--- src/rtl/mul_sequencer.sv ---
// Control sequencer for the ARMv4 multiply unit: loads operands, waits out the
// multiplier latency, then steers the low/high product writes and flag update.
module mul_sequencer #(
    parameter int unsigned MUL_LAT = 2
) (
    input  logic        clk,
    input  logic        reset,
    input  logic        start,
    input  logic [31:0] instr,
    input  logic        hold,
    output logic        busy,
    output logic        done,
    output logic [3:0]  rf_ra,
    output logic [3:0]  rf_rb,
    output logic        rf_oe,
    output logic        LD_MUL,
    output logic        Gate_MUL,
    output logic        MUL_HiLo,
    output logic        U,
    output logic [1:0]  alu_acc,
    output logic        rf_we,
    output logic [3:0]  rf_wa,
    output logic        flag_we,
    output logic        flag_long
);

    typedef enum logic [2:0] {
        S_IDLE  = 3'd0,
        S_LOAD  = 3'd1,
        S_WAIT  = 3'd2,
        S_WR_LO = 3'd3,
        S_WR_HI = 3'd4
    } state_t;

    localparam int unsigned LAT_M2   = (MUL_LAT >= 2) ? (MUL_LAT - 2) : 0;
    localparam logic [3:0]  CNT_INIT = 4'(LAT_M2);

    state_t      state_q, state_d;
    logic [3:0]  cnt_q, cnt_d;
    logic [31:0] instr_q, instr_d;

    logic        is_long_s;
    logic        is_acc_s;
    logic        set_flags_s;
    logic        signed_s;
    logic        instr_unused_s;

    assign is_long_s      = instr_q[23];
    assign is_acc_s       = instr_q[21];
    assign set_flags_s    = instr_q[20];
    assign signed_s       = instr_q[23] & instr_q[22];
    assign instr_unused_s = ^{instr_q[31:24], instr_q[7:4]};

    // State, latency counter and latched instruction; hold freezes all three.
    always_ff @(posedge clk or posedge reset) begin
        if (reset) begin
            state_q <= S_IDLE;
            cnt_q   <= 4'd0;
            instr_q <= 32'd0;
        end else if (!hold) begin
            state_q <= state_d;
            cnt_q   <= cnt_d;
            instr_q <= instr_d;
        end else begin
            state_q <= state_q;
            cnt_q   <= cnt_q;
            instr_q <= instr_q;
        end
    end

    // Next-state and counter logic.
    always_comb begin
        state_d = state_q;
        cnt_d   = cnt_q;
        instr_d = instr_q;
        case (state_q)
            S_IDLE: begin
                if (start) begin
                    instr_d = instr;
                    state_d = S_LOAD;
                end else begin
                    state_d = S_IDLE;
                end
            end
            S_LOAD: begin
                if (MUL_LAT == 1) begin
                    state_d = S_WR_LO;
                end else begin
                    cnt_d   = CNT_INIT;
                    state_d = S_WAIT;
                end
            end
            S_WAIT: begin
                if (cnt_q == 4'd0) begin
                    state_d = S_WR_LO;
                end else begin
                    cnt_d = cnt_q - 4'd1;
                end
            end
            S_WR_LO: begin
                if (is_long_s) begin
                    state_d = S_WR_HI;
                end else begin
                    state_d = S_IDLE;
                end
            end
            S_WR_HI: state_d = S_IDLE;
            default: state_d = S_IDLE;
        endcase
    end

    // Output decode from state and latched fields; hold masks only the strobes.
    always_comb begin
        busy      = 1'b0;
        done      = 1'b0;
        rf_ra     = 4'd0;
        rf_rb     = 4'd0;
        rf_oe     = 1'b0;
        LD_MUL    = 1'b0;
        Gate_MUL  = 1'b0;
        MUL_HiLo  = 1'b0;
        U         = 1'b0;
        alu_acc   = 2'b00;
        rf_we     = 1'b0;
        rf_wa     = 4'd0;
        flag_we   = 1'b0;
        flag_long = 1'b0;
        case (state_q)
            S_IDLE: begin
                busy = 1'b0;
            end
            S_LOAD: begin
                busy   = 1'b1;
                U      = signed_s;
                rf_ra  = instr_q[3:0];
                rf_rb  = instr_q[11:8];
                rf_oe  = 1'b1;
                LD_MUL = ~hold;
            end
            S_WAIT: begin
                busy = 1'b1;
                U    = signed_s;
            end
            S_WR_LO: begin
                busy     = 1'b1;
                U        = signed_s;
                Gate_MUL = 1'b1;
                rf_rb    = instr_q[15:12];
                alu_acc  = is_acc_s ? 2'b01 : 2'b00;
                rf_we    = ~hold;
                if (is_long_s) begin
                    rf_wa = instr_q[15:12];
                end else begin
                    rf_wa   = instr_q[19:16];
                    done    = ~hold;
                    flag_we = set_flags_s & ~hold;
                end
            end
            S_WR_HI: begin
                busy      = 1'b1;
                U         = signed_s;
                Gate_MUL  = 1'b1;
                MUL_HiLo  = 1'b1;
                rf_rb     = instr_q[19:16];
                alu_acc   = is_acc_s ? 2'b10 : 2'b00;
                rf_we     = ~hold;
                rf_wa     = instr_q[19:16];
                done      = ~hold;
                flag_we   = set_flags_s & ~hold;
                flag_long = 1'b1;
            end
            default: begin
                busy = 1'b0;
            end
        endcase
    end

endmodule

--- config.mk ---
export PLATFORM = sky130hd
export DESIGN_NAME = mul_sequencer
export DESIGN_NICKNAME = d
export VERILOG_FILES = /design/src/rtl/mul_sequencer.sv
export SDC_FILE = /design/constraint.sdc
export NUM_CORES = 1
export LEC_CHECK = 0
export CAP_MARGIN = 20
export CORE_UTILIZATION = 47
export CTS_BUF_LIST = sky130_fd_sc_hd__clkbuf_8
export DETAILED_ROUTE_END_ITERATION = 12
export GPL_ROUTABILITY_DRIVEN = 1
export PLACE_DENSITY_LB_ADDON = 0.15
export SYNTH_ARGS = -nofsm -noshare
export SYNTH_HDL_FRONTEND = slang
export SYNTH_SLANG_ARGS = --single-unit
--- constraint.sdc ---
create_clock -name clk -period 4.13 [get_ports clk]
set_clock_uncertainty 0.15 [all_clocks]
set_input_delay 0.413 -clock clk [delete_from_list [all_inputs] [get_ports clk]]
set_output_delay 0.413 -clock clk [all_outputs]
set_load 0.02 [all_outputs]
# After elaboration in Yosys (flattened, before gate mapping)
# Cells that the tools add are included.
# Widths: inputs -> output; s select.
word_totals:
  input_bits: 36
  word_cells: 45
  regBits: 31
  output_inout_bits: 24
op_classes:
  n_eq_ne: 6
  n_addsub: 1
  n_bitwise: 3
  n_reduce_logical: 8
  n_mux: 24
ops:
  columns: ["op", "n"]
  rows:
  - ["$pmux 4 s2", 2]
  - ["$mux 4", 3]
  - ["$pmux 3 s4", 1]
  - ["$pmux 4 s3", 1]
  - ["$mux 1", 11]
  - ["$eq 3x2->1 const B", 2]
  - ["$mux 3", 2]
  - ["$reduce_and 3->1", 2]
  - ["$logic_not 4->1", 1]
  - ["$ne 2x2->1 const B", 2]
  - ["$pmux 1 s2", 2]
  - ["$pmux 2 s2", 1]
  - ["$reduce_or 4->1", 1]
  - ["$sub 4x1->4 const B", 1]
  - ["$eq 3x1->1 const B", 1]
  - ["$eq 3x3->1 const B", 1]
  - ["$logic_not 3->1", 1]
  - ["$and 1x1->1", 2]
  - ["$mux 2", 1]
  - ["$reduce_and 2->1", 1]
  - ["$reduce_bool 2->1", 1]
  - ["$reduce_or 2->1", 1]
  - ["$not 1->1", 1]

# Depth between registers and ports, before layout
# Gate-level depths: netlist (run 1).
depth:
  word_depth: 4
  depth_mapped: 5
  ltp_nobuf: 5

# Least setup slack after synthesis (run 1)
# No wires, ideal clock.
synth_timing:
  kind: "register to output"
  from: "register state_q[0]"
  to: "output port flag_we"
  n_path_buf: 1
  required_time_ns: 3.567
  path_stages_with_launch: 5
  setup_slack_ns: 1.804
  arrival_ns: 1.763
  cell_sequence: "dfrtp_1 -> clkbuf_1 -> or3b_2 -> a21oi_1 -> and2_1"
synth_between:
  elab_chain_cells: 2
  word_cells_on_any_way: 3
  classes_between: "eq/ne (2); mux (1)"
synth_rtl:
  columns: ["item", "line", "rtl"]
  rows:
  - ["from (decl)", "38", "state_t state_q, state_d;"]
  - ["from (signal assigned)", "61", "state_q <= state_d;"]
  - ["from (signal assigned)", "65", "state_q <= state_q;"]
  - ["$eq 3x3->1 or $eq 3x2->1 (tied branches)", "128", "case (state_q)"]
  - ["$pmux 1 s2 *", "128", null]
  - ["to (decl)", "23", "output logic flag_we,"]
# Mark *: on every way between the ends. The rest lies on a longest branch, timed or not.

# Final worst setup path (run 1)
layout_timing:
  from: "register state_q[1]"
  to: "output port rf_wa[0]"
layout_between:
  elab_chain_cells: 2
  word_cells_on_any_way: 3
  classes_between: "eq/ne (2); mux (1)"
layout_rtl:
  columns: ["item", "line", "rtl"]
  rows:
  - ["$eq 3x3->1 or $eq 3x2->1 (tied branches)", "128", null]
  - ["$pmux 4 s2 *", "128", null]
  - ["to (decl)", "22", "output logic [3:0] rf_wa,"]
# Marked as above.

==> metrics, run 1 <==
Synth Flop Type=dfrtp_1; syn avg cell area=10.8 um^2; hpwl dp=2250 um; critical path capture point type=primary output; Syn Nets=168; setup TNS=0 ps; share of layout cells above drive strength 1=13.9%; Worst-Margin Slew=1000 ps; Skew-Pair Late Insertion Delay=270 ps; max-cap violations=0; post-synth top area cell=dfrtp_1; final hold violations=0; ANT cells=0; Pwr Density=690 nW/um^2; WL final=3140 um; Yosys top cell area share=47.7%; Max Clk Rate=324 MHz; Ys Warns=0; H-tree levels=1; pin count of the biggest net entering global routing=28; crit start category=register; Critical Path RT=3570 ps; die area=3230 um^2; # DRC=0; Top Ports=60; endpoints failing setup=0; unrepaired setup endpoints after global routing=no; Max FO, Critical Path=17; fin crit period=3080 ps; P&R area growth vs syn=37.1%; count of input and output buffers=47; area of the mapped netlist=1420 um^2; top post-synthesis cells by area=dfrtp_1 48%, mux2_2 15%, mux2i_1 5.7%; status=finished, final reports clean; CTS tree=yes; Max stage delay on crit path=650 ps; die span in y=56.9 um; CTS Buffer Depth=2; P_leak=0.824 nW; vias in the first global route=1,145; Std-Cell Rows=19; initial DRC count=60; core area=2810 um^2; maximum vdd drop=350 uV; DRT antenna net count=0; CTS buffer count=3; first-pass GRT wire length=5070 um; GRT Total Usage=20.4%; wire per inst=15.4 um; worst path cell trace=or3b_2 -> inv_1 -> nand2_1 -> o21ai_0 -> clkdlybuf4s50_1; synthesized flop and latch total=27; initial antenna violation count=0; clk slew on worst S/H paths=90 ps; Root Driver=clkbuf_8; Data arrival, critical path=2520 ps; fin crit share=74.6%; Post-synth EDFFs=0; slowest CP cell=clkdlybuf4s50_1; Placement Setup Slack=1140 ps; cts repair resizes=0; Slew Limit Fails=0; Hold WC Path Type=in -> async; WS Path Type=reg -> out; initial core utilization=50.4%; routed via count=1,111; grt total ovfl=0; Rel. slew slack=33.1%; drt pass-1 iters=4; Netlist cell types=34; cell count after synthesis=131; register area share after synthesis=47.7%; RD Place Congestion=0.762; via/cell ratio=5.45; Synth async-reset ratio=100%; Die Width=56.9 um; CTS Hold Bufs=0; postcts setup bufs=0; reg2reg path depth=3; Sink Count=27; nets=211; Final WS setup=1050 ps
## kinds of logic after synthesis
kind of cell,count (synthesis),synth area share (%)
compound gates,22,9.46
xor+xnor,2,1.24
fa+ha+maj,1,0.884
buf+inv,15,5.30
flops,27,47.7
mux,28,21.6
simple gates,36,13.8
## critical path: cells and delay by family (launching register included)
| kind | cells | cell delay (ps) |
|---|---|---|
| AO/OA/AOI/OAI | 1 | 100 |
| buffers and inverters | 2 | 850 |
| flip-flops | 1 | 610 |
| AND/OR/NAND/NOR | 2 | 680 |
## through the flow
step | instances | area, um^2 | hold slack [ps] | utilization (%) | power (mW)
floorplan | 131 | 1420 | 316 | - | 0.946
global placement | 199 | 1870 | 330 | 66.6 | 1.16
detailed placement | 199 | 1870 | 344 | 66.6 | 1.19
CTS | 203 | 1910 | 364 | 68.2 | 1.34
global route | 204 | 1940 | 223 | 69.2 | 1.43
finish | 204 | 1940 | 216 | 69.2 | 1.34
## layout by cell type, fill, tap and decap left out
master | synthesis | final
a22o_1 | 1 | 1
and2_1 | 5 | 5
nand2b_1 | 1 | 1
a2bb2oi_1 | 1 | 1
nand3b_1 | 1 | 1
dfrtp_1 | 27 | 27
or3b_1 | 1 | 1
nand2_1 | 10 | 10
mux2i_1 | 8 | 8
mux2_1 | 1 | 1
or4_1 | 1 | 1
nor2_1 | 8 | 8
o211ai_1 | 3 | 3
buf_16 | 0 | 1
o2bb2ai_1 | 1 | 1
clkdlybuf4s50_1 | 0 | 47
a21oi_1 | 2 | 2
nor3b_1 | 1 | 1
or4bb_1 | 2 | 2
mux2_2 | 19 | 19
or3b_2 | 1 | 1
nor3_1 | 2 | 2
xor2_1 | 1 | 1
and3_1 | 1 | 1
clkbuf_8 | 0 | 3
o221ai_1 | 1 | 1
o21ai_0 | 12 | 12
ha_1 | 1 | 1
nor4_1 | 1 | 1
xnor2_1 | 1 | 1
inv_1 | 5 | 6
o22ai_1 | 1 | 1
nand3_1 | 1 | 1
## cell type report
class	instances	area, um^2
fillers	217	865
flip-flops and latches	27	676
multi-input cells	89	664
repair buffers	48	498
clock buffers	3	41.3
well taps	31	38.8
inverters	5	18.8
clock inverters	1	3.75
## synthesized netlist by cell type (all sizes together), types with 3 or more instances
| master | number |
|---|---|
| dfrtp | 27 |
| mux2 | 20 |
| o21ai | 12 |
| nand2 | 10 |
| mux2i | 8 |
| nor2 | 8 |
| buf | 6 |
| and2 | 5 |
| inv | 5 |
| clkbuf | 4 |
| o211ai | 3 |
## registers in the layout, indices dropped and copies added, names as in the netlist
signal	flops
cnt_q	4
instr_q	20
state_q	3
## worst paths after layout
| path | start | end | slack (ps) |
|---|---|---|---|
| max | state_q[1] | rf_wa[0] | 1050 |
| min | reset | instr_q[3] | 220 |
| max reg2reg | state_q[1] | instr_q[15] | 1680 |
| min reg2reg | instr_q[3] | instr_q[3] | 360 |
| max in group asynchronous | reset | cnt_q[2] | 3230 |
| min in group clk | instr_q[3] | instr_q[3] | 360 |
## metal layers
| metal | vias up | track usage, % | part of all wire, % | wire length (um) |
|---|---|---|---|---|
| li1 | 542 | - | - | - |
| met1 | 539 | 26.9 | 46 | 1430 |
| met2 | 28 | 33.2 | 50 | 1570 |
| met3 | 2 | 2.53 | 4.0 | 126 |
| met4 | 0 | 10.1 | 0.32 | 10 |
| met5 | - | 0 | 0 | 0 |
## report_power, final
group | internal [mW] | switching [mW] | total (mW)
Clock | 0.0665 | 0.0762 | 0.143
Sequential | 0.390 | 0.134 | 0.525
Combinational | 0.360 | 0.311 | 0.671
No activity file was read; power rests on OpenSTA's default activity.
==> inputs of run 2 (changes only) <==
--- a/config.mk
+++ b/config.mk
@@ -6,7 +6,7 @@
 export NUM_CORES = 1
 export LEC_CHECK = 0
 export CAP_MARGIN = 20
-export CORE_UTILIZATION = 47
+export CORE_UTILIZATION = 39
 export CTS_BUF_LIST = sky130_fd_sc_hd__clkbuf_8
 export DETAILED_ROUTE_END_ITERATION = 12
 export GPL_ROUTABILITY_DRIVEN = 1
==> constraint.sdc (replaced) <==
create_clock -name clk -period 2.66 [get_ports clk]
set_clock_uncertainty 0.15 [all_clocks]
set_input_delay 0.266 -clock clk [delete_from_list [all_inputs] [get_ports clk]]
set_output_delay 0.266 -clock clk [all_outputs]
set_load 0.02 [all_outputs]
==> metrics, run 2 (synthesized netlist as in run 1, its figures left out) <==
status=finished, final reports clean; maximum vdd drop=494 uV; grt total ovfl=0; P_leak=0.911 nW; endpoints failing setup=0; # DRC=0; Total Power=2.12 mW; share of layout cells above drive strength 1=18.9%; drt pass-1 iters=4; CTS buffer count=3; buffer and inverter count on the worst path=1; Top Ports=60; cell area after layout=2000 um^2; unrepaired setup endpoints after global routing=no; ANT cells=0; WL final=3120 um; CTS Buffer Depth=2; final hold violations=0; GRT Total Usage=17.9%; core area=3420 um^2; Max stage delay on crit path=630 ps; most frequent cells in the layout=38 x clkdlybuf4s50_1, 26 x dfrtp_1, 19 x mux2_2; H-tree levels=1; fin crit share=94.6%; Pwr Density=1060 nW/um^2; Slew Limit Fails=0; fin crit period=2520 ps; biggest regs=instr_q (20), cnt_q (4), state_q (3); Max Clk Rate=397 MHz; CTS tree=yes; Hold WC Path Type=in -> async; via/cell ratio=5.13; Root Driver=clkbuf_8; Die Width=62.2 um; commonest non-fill, non-tap cell in the layout=clkdlybuf4s50_1; Fill cells=310; routed via count=1,159; nets=218; crit-path leading delay family=buffers and inverters; max reg flops=20; Skew-Pair Late Insertion Delay=280 ps; slowest CP cell=clkdlybuf4s50_1; reg2reg start=state_q[0]; routing usage on met3=3.49%; wire per inst=13.8 um; max-cap violations=0; DRT antenna net count=0; initial DRC count=53; initial core utilization=41.4%; Rel. slew slack=67.4%; Max FO, Critical Path=9; Area after DPL=1950 um^2; pin count of the biggest net entering global routing=28; Sink Count=27; vias in the first global route=1,168; die area=3870 um^2; WS Path Type=reg -> out; RD Place Congestion=0.747; setup TNS=0 ps; critical path capture point type=primary output; Std-Cell Rows=21; worst path cell trace=or3b_2 -> a21oi_2 -> clkdlybuf4s50_1; die span in y=62.2 um; met1 Use GR=24.8%; Worst-Margin Slew=488 ps; P&R area growth vs syn=41.2%; crit path from=state_q[2]; clk slew on worst S/H paths=100 ps; M2 GR Usage=28.3%; initial antenna violation count=0; Data arrival, critical path=2100 ps; first-pass GRT wire length=5500 um; count of input and output buffers=47; Critical Path RT=2240 ps; GR peak layer=met2; crit start category=register; largest reg by FF count=instr_q; hpwl dp=2400 um
run 2: worst register-to-register path: cells and delay by family, from the launching register on:
family	cells	cell delay [ps]
compound gates	1	100
flops	1	430
simple gates	2	1010
buf+inv	1	180
run 2: metrics by stage:
step           util [%]  hold WS, ps  setup WS [ps]  std cells
2_1_floorplan         -          169            481        131
3_3_place_gp       57.0          330            238        222
3_5_place_dp       57.0          340            199        222
4_1_cts            58.4          193          -5.66        226
5_1_grt            58.5          246           48.6        226
6_report           58.5          188            143        226
run 2: worst paths after layout:
path | end | slack [ps] | depth (start not counted)
min in group clk | instr_q[1] | 360 | 1
min reg2reg | instr_q[1] | 360 | 1
max reg2reg | cnt_q[1] | 730 | 4
max in group asynchronous | state_q[2] | 1900 | 3
max | done | 140 | 3
min | instr_q[20] | 190 | 3
run 2: where the power goes:
part           total [mW]  internal [mW]  switching [mW]  leakage [nW]
Sequential          0.742          0.608           0.134         0.324
Combinational        1.13          0.575           0.554         0.560
Clock               0.245          0.110           0.135        0.0261
Total                2.12           1.29           0.823         0.911
run 2: final cells by class:
| class | instances | area [um^2] | share of cell area, % |
|---|---|---|---|
| inverter | 5 | 18.8 | 0.939 |
| timing repair buffer | 55 | 527 | 26.4 |
| clock inverter | 1 | 8.76 | 0.438 |
| multi-input combinational | 89 | 668 | 33.4 |
| tap | 46 | 57.6 | 2.88 |
| clock buffer | 3 | 41.3 | 2.07 |
| sequential | 27 | 677 | 33.9 |
run 2: timing repair:
item / in CTS / in global routing
setup buffers: 0 / 0
gates resized for setup: 9 / 2
hold buffers: 0 / 0
setup endpoints to repair: 10 / 2
run 2: routing by layer:
layer | share of wire, % | wire length (um)
met4 | 1.2 | 36
met5 | 0 | 0
met1 | 47 | 1450
met3 | 3.8 | 118
met2 | 48 | 1510
